[src/rtl/score_ctrl.sv]
// score_ctrl: run/pause/over FSM, point tick divider, saturating score, high score and display mux; SCORE_BLINK_EN adds new-high blink
module score_ctrl #(
    parameter int SCORE_W   = 10,
    parameter int TICK_DIV  = 25,
    parameter int SCORE_MAX = 999,
    parameter int BLINK_DIV = 8
) (
    input  logic               clk2,
    input  logic               reset,
    input  logic               start,
    input  logic               pause,
    input  logic               collide,
    input  logic               show_high,
    output logic [SCORE_W-1:0] score_out,
    output logic [1:0]         state,
    output logic               game_over,
    output logic               new_high
);
    localparam int TW = $clog2(TICK_DIV);
    localparam logic [TW-1:0] TICK_LAST = TW'(TICK_DIV - 1);
    localparam logic [SCORE_W-1:0] SMAX = SCORE_W'(SCORE_MAX);

    if (TICK_DIV < 2) begin : g_bad_tick
        $error("TICK_DIV must be >= 2");
    end
    if (BLINK_DIV < 1) begin : g_bad_blink
        $error("BLINK_DIV must be >= 1");
    end

    typedef enum logic [1:0] {IDLE = 2'b00, RUN = 2'b01, PAUSE = 2'b10, OVER = 2'b11} state_t;

    state_t             state_q, state_d;
    logic [TW-1:0]      tick_q, tick_d;
    logic [SCORE_W-1:0] score_q, score_d, high_q, high_d, out_q, out_d;
    logic               new_high_q, new_high_d, start_q, start_rise, show_sel;

    assign start_rise = start & ~start_q;
    assign show_sel   = (state_q == IDLE || state_q == OVER) && show_high;

    always_comb begin
        state_d    = state_q;
        tick_d     = tick_q;
        score_d    = score_q;
        high_d     = high_q;
        new_high_d = new_high_q;
        case (state_q)
            IDLE: begin
                tick_d  = '0;
                score_d = '0;
                state_d = start_rise ? RUN : IDLE;
            end
            RUN: begin
                if (collide) begin
                    state_d = OVER;
                    if (score_q > high_q) begin
                        high_d     = score_q;
                        new_high_d = 1'b1;
                    end
                end else if (pause) begin
                    state_d = PAUSE;
                end else begin
                    tick_d  = (tick_q == TICK_LAST) ? '0 : tick_q + 1'b1;
                    score_d = (tick_q == TICK_LAST && score_q < SMAX) ? score_q + 1'b1 : score_q;
                end
            end
            PAUSE: state_d = pause ? PAUSE : RUN;
            default: begin
                if (start_rise) begin
                    state_d    = RUN;
                    tick_d     = '0;
                    score_d    = '0;
                    new_high_d = 1'b0;
                end
            end
        endcase
    end

`ifdef SCORE_BLINK_EN
    localparam int BW = (BLINK_DIV > 1) ? $clog2(BLINK_DIV) : 1;
    localparam logic [BW-1:0] BLINK_LAST = BW'(BLINK_DIV - 1);
    logic [BW-1:0] blink_cnt_q, blink_cnt_d;
    logic          blink_off_q, blink_off_d, over_entry;

    assign over_entry = state_d == OVER && state_q != OVER;

    always_comb begin
        blink_cnt_d = over_entry ? '0 : (blink_cnt_q == BLINK_LAST) ? '0 : blink_cnt_q + 1'b1;
        blink_off_d = over_entry ? 1'b0 : (state_q == OVER && blink_cnt_q == BLINK_LAST) ? ~blink_off_q : blink_off_q;
        out_d       = show_sel ? high_q : (state_q == OVER && new_high_q && blink_off_q) ? '0 : score_q;
    end

    always_ff @(posedge clk2 or negedge reset) begin
        if (!reset) begin
            blink_cnt_q <= '0;
            blink_off_q <= 1'b0;
        end else begin
            blink_cnt_q <= blink_cnt_d;
            blink_off_q <= blink_off_d;
        end
    end
`else
    assign out_d = show_sel ? high_q : score_q;
`endif

    always_ff @(posedge clk2 or negedge reset) begin
        if (!reset) begin
            state_q    <= IDLE;
            tick_q     <= '0;
            score_q    <= '0;
            high_q     <= '0;
            out_q      <= '0;
            new_high_q <= 1'b0;
            start_q    <= 1'b0;
        end else begin
            state_q    <= state_d;
            tick_q     <= tick_d;
            score_q    <= score_d;
            high_q     <= high_d;
            out_q      <= out_d;
            new_high_q <= new_high_d;
            start_q    <= start;
        end
    end

    assign score_out = out_q;
    assign state     = state_q;
    assign game_over = state_q == OVER;
    assign new_high  = new_high_q;
endmodule

[config.mk]
export PLATFORM = sky130hd
export DESIGN_NAME = score_ctrl
export DESIGN_NICKNAME = d
export VERILOG_FILES = /design/src/rtl/score_ctrl.sv
export SDC_FILE = /design/constraint.sdc
export NUM_CORES = 1
export LEC_CHECK = 0
export BUFFER_PORTS_ARGS = -buffer_cell sky130_fd_sc_hd__buf_2
export CORE_MARGIN = 5
export CORE_UTILIZATION = 35
export DETAILED_ROUTE_END_ITERATION = 16
export SKIP_LAST_GASP = 1
export SYNTH_ARGS = -nofsm -noshare
export SYNTH_HDL_FRONTEND = slang
export SYNTH_SLANG_ARGS = --single-unit
[constraint.sdc]
create_clock -name clk2 -period 2.1 [get_ports clk2]
set_input_delay 0.525 -clock clk2 [delete_from_list [all_inputs] [get_ports clk2]]
set_output_delay 0.525 -clock clk2 [all_outputs]
set_load 0.02 [all_outputs]
# Yosys cells after proc, flatten, opt, wreduce, memory -nomap -nowiden
# Cells that the tools add are included.
[totals]
register_bits = 39
inputBits = 6
out_inout_bits = 14
[classes]
order_cmp = 2
bitwise = 4
muxes = 21
eq_ne = 10
reduce_logical = 13
add_sub_neg = 2
[ops]
columns = ["op", "count"]
rows = [
  ["$mux W10", 5],
  ["$pmux W10 S3", 1],
  ["$mux W5", 4],
  ["$pmux W5 S3", 1],
  ["$add A10 B1 Y10 const B", 1],
  ["$gt A10 B10 Y1", 1],
  ["$lt A10 B10 Y1 const B", 1],
  ["$ne A2 B2 Y1 const B", 5],
  ["$mux W2", 4],
  ["$reduce_and A4 Y1", 2],
  ["$pmux W2 S3", 1],
  ["$add A5 B1 Y5 const B", 1],
  ["$eq A5 B5 Y1 const B", 1],
  ["$reduce_and A5 Y1", 1],
  ["$eq A2 B2 Y1 const B", 2],
  ["$mux W1", 4],
  ["$reduce_bool A4 Y1", 1],
  ["$ne A3 B3 Y1 const B", 1],
  ["$not A1 Y1", 3],
  ["$reduce_and A3 Y1", 1],
  ["$reduce_bool A3 Y1", 1],
  ["$eq A2 B1 Y1 const B", 1],
  ["$logic_and A1 B1 Y1", 2],
  ["$logic_not A2 Y1", 1],
  ["6 further kinds", 6],
]

# Logic depth before layout (Yosys ltp)
[logic_depth]
ltp_word = 6
ltp_mapped = 10
depth_no_buf = 7

# Worst setup path before layout
# No wires, ideal clock.
[synth_timing]
kind = "reg2reg"
startpoint = "reg state_q[1], in the netlist state[1]"
endpoint = "reg score_q[7]"
path_slack_ps = -16
path_buffers = 3
arrival_ps = 1986
path_stages_with_launch = 11
required_time_ps = 1970
period_less_slack_ps = 2116
path_cell_list = "dfrtp_1 -> inv_1 -> ha_1 -> buf_4 -> o21ai_2 -> o311ai_4 -> or3b_1 -> buf_6 -> buf_6 -> nand2_1 -> o221ai_2"
[synth_between]
elab_chain_len = 3
[synth_lines]
columns = ["element", "line", "source"]
rows = [
  ["start: declaration", "32", "state_t state_q, state_d;"],
  ["start signal: assignment", "115", "state_q <= state_d;"],
  ["$eq A2 B1 Y1, or another cell as far along", "46", "case (state_q)"],
  ["$ne A2 B2 Y1 (no source line), or another cell as far along", "n/a", ""],
  ["$reduce_and A5 Y1 (no source line)", "n/a", ""],
  ["end signal: assignment", "117", "score_q <= score_d;"],
  ["end: declaration", "34", "logic [SCORE_W-1:0] score_q, score_d, high_q, high_d, out_q, out_d;"],
]
# Several ways; a longest one is shown, not always the timed one.
# A chain may end at the register's enable or synchronous reset.

# Worst setup path after layout
[layout_timing]
startpoint = "reg high_q[7]"
endpoint = "reg high_q[5]"
[layout_between]
elab_chain_len = 2
[layout_lines]
columns = ["element", "line", "source"]
rows = [
  ["start: declaration", "34", ""],
  ["start signal: assignment", "118", "high_q <= high_d;"],
  ["$gt A10 B10 Y1", "55", "if (score_q > high_q) begin"],
  ["$reduce_and A3 Y1 (no source line)", "n/a", ""],
]
# No other way between the ends.

==> flow_summary.toml <==
[route]
detail_route.wirelength_um = 4540
drt_first_iter_violations = 37
routedWlPerCell_um = 14.0
drt.antenna.violating_nets = 0
dr_total_vias = 1638
remaining_design_rule_violation_count = 0
drt-vias-per-instance = 5.06
drtPass1Iterations = 4

[layout]
postLayoutCoreUtil_pct = 44.3
final_nets = 273
final_cell_count_no_fill = 324
finalInstanceArea_mm2 = 0.00265
syn_to_final_growth_pct = 20.9
most_frequent_standard_cell_in_the_layout_excluding_fill_and_tap_cells = "sky130_fd_sc_hd__dfrtp_1"
layout-drive-gt1-share_pct = 33.7
insertedDiodeCount = 0
mostFrequentLayoutCells = "sky130_fd_sc_hd__dfrtp_1, sky130_fd_sc_hd__nand2_1, sky130_fd_sc_hd__buf_4, sky130_fd_sc_hd__buf_2, sky130_fd_sc_hd__inv_1"

[placement]
post-place-cells = 314
place_congestion = 0.780
port_buffers = 19
placement.setup.worst_slack_ns = 0.0275
dpl-instance-area_mm2 = 0.00249
hpwl_um = 3220

[die]
start_util_pct = 36.6
dieWidth_um = 89.2
floorplan.io_pins = 20
coreArea_mm2 = 0.00599
row_count = 28
floorplan.die_area_mm2 = 0.00795
floorplan.die.height_um = 89.2

[global_route]
globalRouteTotalUtil_pct = 12.3
grt_pass1_wl_um = 7580
grt_antenna_before_repair = 0
globalRoute.totalOverflow = 0
grt_max_degree = 23
first_global_vias = 1579

[sta]
final.hold.worst_slack_ns = 0.173
worst_slack_ns = 0.0355
final-hold-violation-count = 0
totalNegativeSetupSlack_ns = 0
fin_worst_skew_ns = 0.00493
timing.max_slew.rel_slack_pct = 69.9
final-setup-viol-count = 0
final_max_slew_violation_count = 0
worst_pin_slew_ns = 0.448
period_share_pct = 98.3
final_period_minus_worst_setup_slack_ns = 2.06
rsz_0062_raised_after_global_routing = "true"
achievable-frequency_ghz = 0.484

[cts]
cts-root-to-sink-buffers = 2
post_cts_hold_buffer_count = 0
tritoncts_buffers = 5
clk-insertion-delay-late_ns = 0.28
cts-root-buf = "sky130_fd_sc_hd__clkbuf_8"
h_tree_depth = 2
path_clk_slew_ns = 0.07
clock_sinks = 39
tritoncts = "built"

[yosys]
ys_async_sr_fraction_pct = 100
yosysWarningCount = 0
yosysSeqAreaShare_pct = 44.5
synth_cell_type_count = 39
synthCells = 209
synth_fp_nets = 232
mean_syn_cell_area_um2 = 10.5
top_area_cell_type_share_of_the_netlist_area_pct = 44.5
synth.top_cells.by_area = "sky130_fd_sc_hd__dfrtp_1, sky130_fd_sc_hd__mux2_2, sky130_fd_sc_hd__ha_1"
post_synth_instance_area_mm2 = 0.00219
ys_seq_elements = 39
synth-main-ff-cell = "sky130_fd_sc_hd__dfrtp_1"
synth_top_area_cell = "sky130_fd_sc_hd__dfrtp_1"
synth_edf_count = 0

[setup_path]
critical_path.max_fanout = 7
worst_r2r_path_depth = 8
required_ns = 2.27
critical_path.slowest_cell = "sky130_fd_sc_hd__dfrtp_1"
critPathLaunchType = "register"
critical_path_arrival_ns = 2.23
cp_slowest_stage_delay_ns = 0.38
critical_path_class = "register to register"
end_kind = "register"
timing.critical_path.max_delay_family = "compound AO/OA/AOI/OAI gates"
setup.reg_to_reg.worst_slack_ns = 0.04
critical_path_depth = 8
bufs_and_invs_on_worst_path = 2
worstPathCellList = "inv_1, ha_1, nand4_1, o311ai_2, a31oi_1, o31ai_4, buf_6, mux2_2"

[flow_run]
timing.max_cap.violations = 0

[min_path]
hold_path.class = "input port to asynchronous set/reset pin"

[power]
cellPowerDensity_mw_per_mm2 = 1490
p_leak_nw = 1.25
total_power_mw = 3.96
vdd.ir_drop.worst_mv = 0.624

[run_status]
status = "finished, final reports clean"
==> Yosys cell counts, types with 2 or more instances <==
| cell type | n |
|---|---|
| sky130_fd_sc_hd__nand4_1 | 5 |
| sky130_fd_sc_hd__o21ai_2 | 3 |
| sky130_fd_sc_hd__a21o_1 | 3 |
| sky130_fd_sc_hd__buf_6 | 2 |
| sky130_fd_sc_hd__o22ai_1 | 2 |
| sky130_fd_sc_hd__clkbuf_1 | 3 |
| sky130_fd_sc_hd__nand3_1 | 6 |
| sky130_fd_sc_hd__nor2b_1 | 3 |
| sky130_fd_sc_hd__dfrtp_1 | 39 |
| sky130_fd_sc_hd__nor2_1 | 5 |
| sky130_fd_sc_hd__inv_1 | 18 |
| sky130_fd_sc_hd__and3_1 | 2 |
| sky130_fd_sc_hd__nand3b_1 | 5 |
| sky130_fd_sc_hd__o31ai_1 | 3 |
| sky130_fd_sc_hd__nand2_1 | 30 |
| sky130_fd_sc_hd__a21oi_1 | 8 |
| sky130_fd_sc_hd__buf_4 | 2 |
| sky130_fd_sc_hd__nor3_1 | 3 |
| sky130_fd_sc_hd__o221ai_2 | 4 |
| sky130_fd_sc_hd__o21ai_0 | 9 |
| sky130_fd_sc_hd__ha_1 | 17 |
| sky130_fd_sc_hd__a31oi_1 | 2 |
| sky130_fd_sc_hd__mux2_2 | 19 |
==> per-layer routing <==
metal / part of all wire, % / up-vias / global-route usage (%)
met3: 2.6 / 9 / 2.86
met1: 47 / 789 / 16.4
met2: 49 / 18 / 19.6
li1: - / 822 / -
met4: 1.6 / 0 / 4.47
met5: 0 / - / 0
==> report_power, final <==
part           total (mW)  switching, mW  internal (mW)
registers            1.20          0.173           1.03
logic                2.30           1.25           1.05
clock network       0.452          0.231          0.221
==> repair_timing <==
| action | CTS | global route |
|---|---|---|
| resized for setup | 0 | 15 |
| buffers inserted | 0 | 4 |
| endpoints found under the setup margin | 0 | 13 |
==> flip-flops by register name, summed over array words and instances, names as in the netlist <==
register and cells:
state 2, score_q 10, tick_q 5, high_q 10
start_q 1, new_high 1, score_out 10
==> kinds of logic after synthesis <==
family | share of synthesized area (%)
fa+ha+maj | 9.70
compound gates | 14.9
mux | 10.2
flops | 44.5
simple gates | 15.2
buf+inv | 5.48
==> cell type report <==
type                            count  area (um2)
Tap cell                           75        93.8
Clock buffer                        6        72.6
Inverter                           18        67.6
Timing Repair Buffer               42         284
Fill cell                         566        3340
Sequential cell                    39         977
Multi-Input combinational cell    144        1160
==> path summary, 6_finish.rpt <==
check,start,endpoint
max,high_q[7]$_DFFE_PN0P_,high_q[5]$_DFFE_PN0P_
min,reset,high_q[9]$_DFFE_PN0P_
max reg2reg,high_q[7]$_DFFE_PN0P_,high_q[5]$_DFFE_PN0P_
min reg2reg,high_q[0]$_DFFE_PN0P_,score_out[0]$_DFF_PN0_
max in group asynchronous,reset,score_out[4]$_DFF_PN0_
min in group clk2,start,start_q$_DFF_PN0_
Power figures use the tool's default switching activity.
